**config.mk**
```make
export PLATFORM = sky130hd
export DESIGN_NAME = truth_table_sweeper_flat
export DESIGN_NICKNAME = d
export VERILOG_FILES = /design/src/rtl/truth_table_sweeper_if.sv /design/src/rtl/truth_table_sweeper.sv /design/src/flat_wrapper.sv
export SDC_FILE = /design/constraint.sdc
export NUM_CORES = 1
export LEC_CHECK = 0
export BUFFER_PORTS_ARGS = -buffer_cell sky130_fd_sc_hd__buf_2
export CAP_MARGIN = 20
export CORE_UTILIZATION = 56
export DETAILED_ROUTE_END_ITERATION = 10
export PLACE_DENSITY_LB_ADDON = 0.25
export SLEW_MARGIN = 20
export SYNTH_ARGS = -nofsm -noshare
export SYNTH_HDL_FRONTEND = slang
export SYNTH_SLANG_ARGS = --single-unit
export TNS_END_PERCENT = 30
```
**constraint.sdc**
```tcl
create_clock -name clk -period 4.4 [get_ports clk]
set_clock_uncertainty 0.1 [all_clocks]
set_input_delay 0.66 -clock clk [delete_from_list [all_inputs] [get_ports clk]]
set_output_delay 0.66 -clock clk [all_outputs]
set_load 0.05 [all_outputs]
```
**src/rtl/truth_table_sweeper_if.sv**
```systemverilog
// truth_table_sweeper_if: stimulus/capture bus of the truth-table sweeper (compare signals only with SWEEP_COMPARE_EN)
interface truth_table_sweeper_if;
  logic       start;
  logic       y;
  logic       a;
  logic       b;
  logic       c;
  logic       busy;
  logic       done;
  logic [7:0] tt;
`ifdef SWEEP_COMPARE_EN
  logic [7:0] expected;
  logic       mismatch;
  logic [2:0] mismatch_idx;
  modport master (output start, y, expected, input a, b, c, busy, done, tt, mismatch, mismatch_idx);
  modport slave (input start, y, expected, output a, b, c, busy, done, tt, mismatch, mismatch_idx);
`else
  modport master (output start, y, input a, b, c, busy, done, tt);
  modport slave (input start, y, output a, b, c, busy, done, tt);
`endif
endinterface

```
**src/rtl/truth_table_sweeper.sv**
```systemverilog
// truth_table_sweeper: drives {a,b,c}=0..7, samples y after a settle time, builds an 8-bit truth table; SWEEP_COMPARE_EN adds reference compare
module truth_table_sweeper #(
  parameter int SETTLE_CYCLES = 2
) (
  input logic                  clk,
  input logic                  reset_n,
  truth_table_sweeper_if.slave bus
);
  localparam int CW = $clog2(SETTLE_CYCLES + 1);
  localparam logic [CW-1:0] RELOAD = CW'(SETTLE_CYCLES - 1);
  typedef enum logic [1:0] {IDLE, SETTLE, SAMPLE, DONE} state_t;
  state_t        r_state, w_next;
  logic [2:0]    r_idx;
  logic [CW-1:0] r_cnt;
  logic [7:0]    r_tt, w_tt_smp;
  logic          w_accept, w_last;
  if (SETTLE_CYCLES < 1 || SETTLE_CYCLES > 255) begin : g_bad_settle
    $error("truth_table_sweeper: SETTLE_CYCLES must be 1..255");
  end
  assign w_accept = bus.start && (r_state == IDLE || r_state == DONE);
  assign w_last   = r_state == SAMPLE && r_idx == 3'd7;
  // Truth table as it will look after the current SAMPLE cycle
  always_comb begin
    w_tt_smp        = r_tt;
    w_tt_smp[r_idx] = bus.y;
  end
  // Next state: accept start from IDLE/DONE, count down settle, sample, stop after vector 7
  always_comb begin
    w_next = w_accept ? SETTLE :
             (r_state == SETTLE && r_cnt == '0) ? SAMPLE :
             (r_state == SAMPLE) ? (w_last ? DONE : SETTLE) : r_state;
  end
  // State register
  always_ff @(posedge clk or negedge reset_n) begin
    if (!reset_n) r_state <= IDLE;
    else r_state <= w_next;
  end
  // Vector index, settle counter and captured table
  always_ff @(posedge clk or negedge reset_n) begin
    if (!reset_n) begin
      r_idx <= '0;
      r_cnt <= '0;
      r_tt  <= '0;
    end else if (w_accept) begin
      r_idx <= '0;
      r_cnt <= RELOAD;
      r_tt  <= '0;
    end else if (r_state == SETTLE && r_cnt != '0) begin
      r_cnt <= r_cnt - CW'(1);
    end else if (r_state == SAMPLE) begin
      r_tt <= w_tt_smp;
      if (!w_last) begin
        r_idx <= r_idx + 3'd1;
        r_cnt <= RELOAD;
      end
    end
  end
  assign {bus.a, bus.b, bus.c} = r_idx;
  assign bus.busy = r_state == SETTLE || r_state == SAMPLE;
  assign bus.done = r_state == DONE;
  assign bus.tt   = r_tt;
`ifdef SWEEP_COMPARE_EN
  logic [7:0] r_exp, w_diff;
  logic       r_mis;
  logic [2:0] r_mis_idx, w_low;
  assign w_diff = w_tt_smp ^ r_exp;
  // Lowest differing table index, scanning down so bit 0 wins
  always_comb begin
    w_low = '0;
    for (int i = 7; i >= 0; i--) if (w_diff[i]) w_low = 3'(i);
  end
  // Latch reference at accept, evaluate compare on the edge entering DONE
  always_ff @(posedge clk or negedge reset_n) begin
    if (!reset_n) begin
      r_exp     <= '0;
      r_mis     <= 1'b0;
      r_mis_idx <= '0;
    end else if (w_accept) begin
      r_exp     <= bus.expected;
      r_mis     <= 1'b0;
      r_mis_idx <= '0;
    end else if (w_last) begin
      r_mis     <= |w_diff;
      r_mis_idx <= w_low;
    end
  end
  assign bus.mismatch     = r_mis;
  assign bus.mismatch_idx = r_mis_idx;
`endif
endmodule
```
**src/flat_wrapper.sv**
```systemverilog
// flat-port wrapper written by rule: the top's interface ports become plain ports
module truth_table_sweeper_flat 
#(
  parameter int SETTLE_CYCLES = 2
)
  (clk, reset_n, bus_start, bus_y, bus_a, bus_b, bus_c, bus_busy, bus_done, bus_tt);
  truth_table_sweeper_if bus_i ();
  input logic clk;
  input logic reset_n;
  input wire logic [$bits(bus_i.start)-1:0] bus_start;
  input wire logic [$bits(bus_i.y)-1:0] bus_y;
  output wire logic [$bits(bus_i.a)-1:0] bus_a;
  output wire logic [$bits(bus_i.b)-1:0] bus_b;
  output wire logic [$bits(bus_i.c)-1:0] bus_c;
  output wire logic [$bits(bus_i.busy)-1:0] bus_busy;
  output wire logic [$bits(bus_i.done)-1:0] bus_done;
  output wire logic [$bits(bus_i.tt)-1:0] bus_tt;
  assign bus_i.start = bus_start;
  assign bus_i.y = bus_y;
  assign bus_a = bus_i.a;
  assign bus_b = bus_i.b;
  assign bus_c = bus_i.c;
  assign bus_busy = bus_i.busy;
  assign bus_done = bus_i.done;
  assign bus_tt = bus_i.tt;
  truth_table_sweeper #(.SETTLE_CYCLES(SETTLE_CYCLES)) u_core (.clk(clk), .reset_n(reset_n), .bus(bus_i));
endmodule
```
---- Yosys cells after proc, flatten, opt, wreduce, memory -nomap -nowiden ----
Cells that the tools add are included.
storage, ports and cells
  word-level logic and storage cells ...... 49
  bits of input ports ..................... 4
  output and inout bits ................... 13
  register bits ........................... 15
cells by class
  add/sub/neg operators ................... 2
  $lt $le $gt $ge ......................... 2
  mux-type cells .......................... 18
  equality and inequality tests ........... 7
  reductions and logical operators ........ 16
operators with widths
  operator                                                            number
  two-way mux 8 bit                                                   3
  two-way mux 2 bit                                                   8
  two-way mux 3 bit                                                   4
  bitwise mux 8 bit                                                   1
  nonzero test 3 bit                                                  2
  logical AND 1 bit                                                   5
  == test 2 bit (second input constant)                               2
  zero test 2 bit                                                     2
  less-than comparator 3 x 4 -> 1 bit (second input constant)         1
  inequality test 2 x 1 -> 1 bit (second input constant)              2
  AND reduction 2 bit                                                 2
  nonzero test 2 bit                                                  2
  adder 3 x 1 -> 3 bit (second input constant)                        1
  demux 1 bit (select 3 bit)                                          1
  == test 3 bit (second input constant)                               1
  greater-or-equal comparator 3 x 1 -> 1 bit (second input constant)  1
  inequality test 3 x 2 -> 1 bit (second input constant)              1
  AND reduction 3 bit                                                 1
  == test 2 x 1 -> 1 bit (second input constant)                      1
  logical OR 1 bit                                                    2
  subtractor 2 x 1 -> 2 bit (second input constant)                   1
  two-way mux 1 bit                                                   1

---- Depth between registers and ports, before layout ----
  depth after elaboration ................. 8
  depth in mapped cells ................... 6

---- Least setup slack after synthesis ----
No wires, ideal clock.
  kind .................................... reg-to-reg
  start point ............................. register u_core.r_idx[1]
  end point ............................... register u_core.r_idx[0]
  setup slack ............................. 2.527 ns
  arrival time ............................ 1.696 ns
  cell stages (with the launch flop) ...... 6
  data required time ...................... 4.223 ns
  setup time .............................. 0.077 ns
  path through ............................ dfrtp_1 -> ha_1 -> ha_1 -> nand2b_2 -> or3_1 -> a21oi_1
between the ends
  longest elaborated chain between the ends .. 4
ends and longest elaborated chain
  element                                   line                       source
  start, declared                           truth_table_sweeper.sv:13  logic [2:0] r_idx;
  start signal, assigned                    truth_table_sweeper.sv:53  r_idx <= r_idx + 3'd1;
  == test 3 bit                             truth_table_sweeper.sv:21  assign w_last = r_state == SAMPLE && r_idx == 3'd7;
  logical AND 1 bit                         truth_table_sweeper.sv:21
  inequality test 2 x 1 -> 1 bit (no line)  -
  AND reduction 3 bit (no line)             -
No other way between the ends.
A chain may end at the register's enable or synchronous reset.

---- Final worst setup path ----
  start point ............................. register u_core.r_state[0]
  end point ............................... output port bus_busy
between the ends
  longest elaborated chain between the ends .. 2
  elaborated cells on any way between the ends .. 3
ends and longest elaborated chain
  element                                                  line                       source
  start, declared                                          truth_table_sweeper.sv:12  state_t r_state, w_next;
  start signal, assigned                                   truth_table_sweeper.sv:36  else r_state <= w_next;
  == test 2 x 1 -> 1 bit or == test 2 bit (tied branches)  truth_table_sweeper.sv:59  assign bus.busy = r_state == SETTLE || r_state == SAMPLE;
  logical OR 1 bit (*)                                     truth_table_sweeper.sv:59
  end, declared                                            flat_wrapper.sv:15         output wire logic [$bits(bus_i.busy)-1:0] bus_busy;
Every way passes the cells marked *; elsewhere a longest branch is shown, timed or not.

==> impl_summary.log <==
INFO  metric grt_max_degree = 16
INFO  metric status = completed
INFO  metric worstPathBufferInverterCount = 3
INFO  metric post_layout_instance_area = approximately 940 um^2
INFO  metric slew_worst_pin = 0.382 ns
INFO  metric crit_path_start_kind = flop
INFO  metric synth_nets = 97
INFO  metric rr_startpoint = u_core.r_idx[1]
INFO  metric setup_viol_count_final = 0
INFO  metric cts-buffers-inserted = 3
INFO  metric ir_worst_vdd = 0.000494 V
INFO  metric area_taken_by_flip_flops_and_latches = 375 um^2
INFO  metric ys_types = 21
INFO  metric finalCritPeriodShare = 49.2%
INFO  metric clock_latency = 0.28 ns
INFO  metric multiInputGateArea = 424 um^2
INFO  metric class_of_the_most_critical_hold_timing_path = in2async
INFO  metric maxClockFrequency = around 460 MHz
INFO  metric timing.critical_path.mode_cell = inv_1
INFO  metric initial_antenna_violation_count = 0
INFO  metric dieArea = between 1500 and 2000 um^2
INFO  metric crit_arrival = 1.41 ns
INFO  metric cts.hold.buffers_added = 0
INFO  metric wire_length_of_the_first_global_routing_pass = 2.21 mm
INFO  metric max_stage_delay = 0.42 ns
INFO  metric timing_max_transition_violations_final = 0
INFO  metric grtUsageTotal = between 20% and 30%
INFO  metric gpl.final_weighted_congestion = 0.789
INFO  metric power.static_leakage = 0.536 nW
INFO  metric grt-busiest-layer = met1
INFO  metric timing.max_slew.rel_slack = 74.5%
INFO  metric dieHeight = 40.5 um
INFO  metric power_density = approximately 600 nW/um^2
INFO  metric timing.critical_path.max_delay_family = flip-flops
INFO  metric post_synth_inst_count = 86
INFO  metric floorplan.initialDensity = between 60% and 70%
INFO  metric path_cells = inv_1 > ha_1 > inv_1 > buf_2
INFO  metric worst_ep_required_time = 3.64 ns
INFO  metric finalHoldViolations = 0
INFO  metric finalNonFillerCells = 119
INFO  metric area_growth_syn_to_layout = 13.7%
INFO  metric detailroute.via_count = 626
INFO  metric rsz0062_at_grt = false
INFO  metric synth.cell_area = 830 um^2
INFO  metric drt_first_iter_violations = 11
INFO  metric postSynthAreaPerCell = 9.65 um^2
INFO  metric setup_tns = 0 ns
INFO  metric numPortBuffers = 16
INFO  metric num-nets-final = 116
INFO  metric grt-ovfl-total = 0
INFO  metric fp.dieW = 40.5 um
INFO  metric synth_top_flop_cell = dfrtp_1
INFO  metric first_global_vias = ~520
INFO  metric cts_tree = done
INFO  metric routed_via_density = roughly 5.3
INFO  metric drt_first_pass_iters = 4
INFO  metric grtUsageMet2 = between 20% and 30%
INFO  metric dpl-instance-area = 917 um^2
INFO  metric timing_worst_setup_path_type = reg2out
INFO  metric clock-sinks = 15
INFO  metric cts_root_buf = clkbuf_4
INFO  metric std_cell_rows = 13
INFO  metric crit_slowest_cell = dfrtp_1
INFO  metric antenna_cells = 0
INFO  metric ys_ff_latch = 15
INFO  metric synth-edff-count = 0
INFO  metric use_met3 = 3.33%
INFO  metric yosys_warnings = 0
INFO  metric globalRouteMet1Util = 30.7%
INFO  metric setup.worst_path.start = u_core.r_state[0]
INFO  metric critical_path_capture_point_type = output port
INFO  metric routed_wire_length = ~1.4 mm
INFO  metric layout_min_cycle_time = 2.17 ns
INFO  metric drv_cap = 0
INFO  metric io-pin-count = 17
INFO  metric hpwl = 1.03 mm
INFO  metric drc = 0
INFO  metric ant_nets = 0
INFO  metric async_reset_ff_share = between 90% and 100%
INFO  metric clkSlewWorstSetupHoldPaths = 0.08 ns
INFO  metric wl_per_cell = 11.9 um
INFO  metric cts_resized = 0
INFO  metric cts_setup_buffers = 0
INFO  metric cts-htree-levels = 1
INFO  metric sequential_to_total_area_share_from_yosys_stat = 45.2%
INFO  metric clock_path_buffers = 2
INFO  metric floorplan_core_area = roughly 1300 um^2
INFO  metric numPlacedInstances = roughly 120
INFO  metric proportion_of_layout_cells_with_a_drive_suffix_above_1 = 20.2%
INFO  metric rr_endpoint = u_core.r_idx[0]
INFO  metric r2r_slack = 2.66 ns
INFO  metric fillerInstances = 99
INFO  metric cp_max_fo = 5
INFO  metric r2r_cells = 5
layout make-up:
| type | count | share of cell area (%) |
|---|---|---|
| Timing Repair Buffer | 16 | 8.49 |
| Clock buffer | 4 | 2.79 |
| Multi-Input combinational cell | 64 | 45.0 |
| Sequential cell | 15 | 39.8 |
| Tap cell | 15 | 1.99 |
| Inverter | 5 | 1.99 |
per-layer routing:
layer  wire (um)  share of wire (%)
met3          59                4.2
met4          14               0.99
met2         574                 40
met5           0                  0
met1         772                 54
sequential cells by signal, indices dropped and copies added (netlist names):
signal and count:
u_core.r_cnt 2, u_core.bus.tt 8, u_core.r_idx 3, u_core.r_state 2
where the power goes:
| group | internal, mW | total, mW | leakage (nW) | switching, mW |
|---|---|---|---|---|
| clock network | 0.0352 | 0.0767 | 0.0150 | 0.0415 |
| logic | 0.0862 | 0.302 | 0.321 | 0.216 |
| registers | 0.165 | 0.189 | 0.199 | 0.0235 |
metrics by stage:
step / setup WS (ns) / utilization, % / power (mW) / hold WS [ns]
detailed placement: 2.56 / 68.8 / 0.491 / 0.417
global placement: 2.60 / 68.8 / 0.482 / 0.411
finish: 2.23 / 70.7 / 0.568 / 0.160
CTS: 2.24 / 70.7 / 0.569 / 0.168
global route: 2.15 / 70.7 / 0.614 / 0.186
floorplan: 2.53 / - / 0.440 / 0.264
logic make-up (layout without fill, tap and decap cells):
group / after synthesis / in the layout / synth area share, %
AO/OA/AOI/OAI: 12 / 12 / 7.99
adder cells (fa/ha/maj): 7 / 7 / 10.6
buffers and inverters: 7 / 25 / 3.62
flip-flops: 15 / 15 / 45.2
multiplexers: 8 / 8 / 9.65
AND/OR/NAND/NOR: 37 / 37 / 22.9
synth_stat cells (2+ instances only):
| library cell | number | area, um^2 |
|---|---|---|
| dfrtp_1 | 15 | 375 |
| nand2_1 | 12 | 45.0 |
| nand3_1 | 10 | 50.1 |
| nand4_1 | 2 | 12.5 |
| mux2i_1 | 8 | 80.1 |
| ha_1 | 7 | 87.6 |
| a21oi_1 | 5 | 25.0 |
| o21ai_0 | 5 | 25.0 |
| and2_1 | 2 | 12.5 |
| inv_1 | 5 | 18.8 |
| nand2b_1 | 2 | 12.5 |
| nor2b_1 | 4 | 25.0 |
worst max path at each step:
stage                            endpoint  depth (start not counted)
after CTS                        bus_busy                          4
after detailed placement         bus_busy                          4
after global placement           bus_busy                          4
after floorplan           u_core.r_idx[0]                          5
after global routing             bus_busy                          4
final                            bus_busy                          4
layout by cell type, fill, tap and decap left out, types with 2 or more instances in the layout:
cell       n
a21oi_1    5
and2_1     2
buf_2     16
clkbuf_4   3
dfrtp_1   15
ha_1       7
inv_1      5
mux2i_1    8
nand2_1   12
nand2b_1   2
nand3_1   10
nand4_1    2
nor2b_1    4
o21ai_0    5
Power figures use the tool's default switching activity.
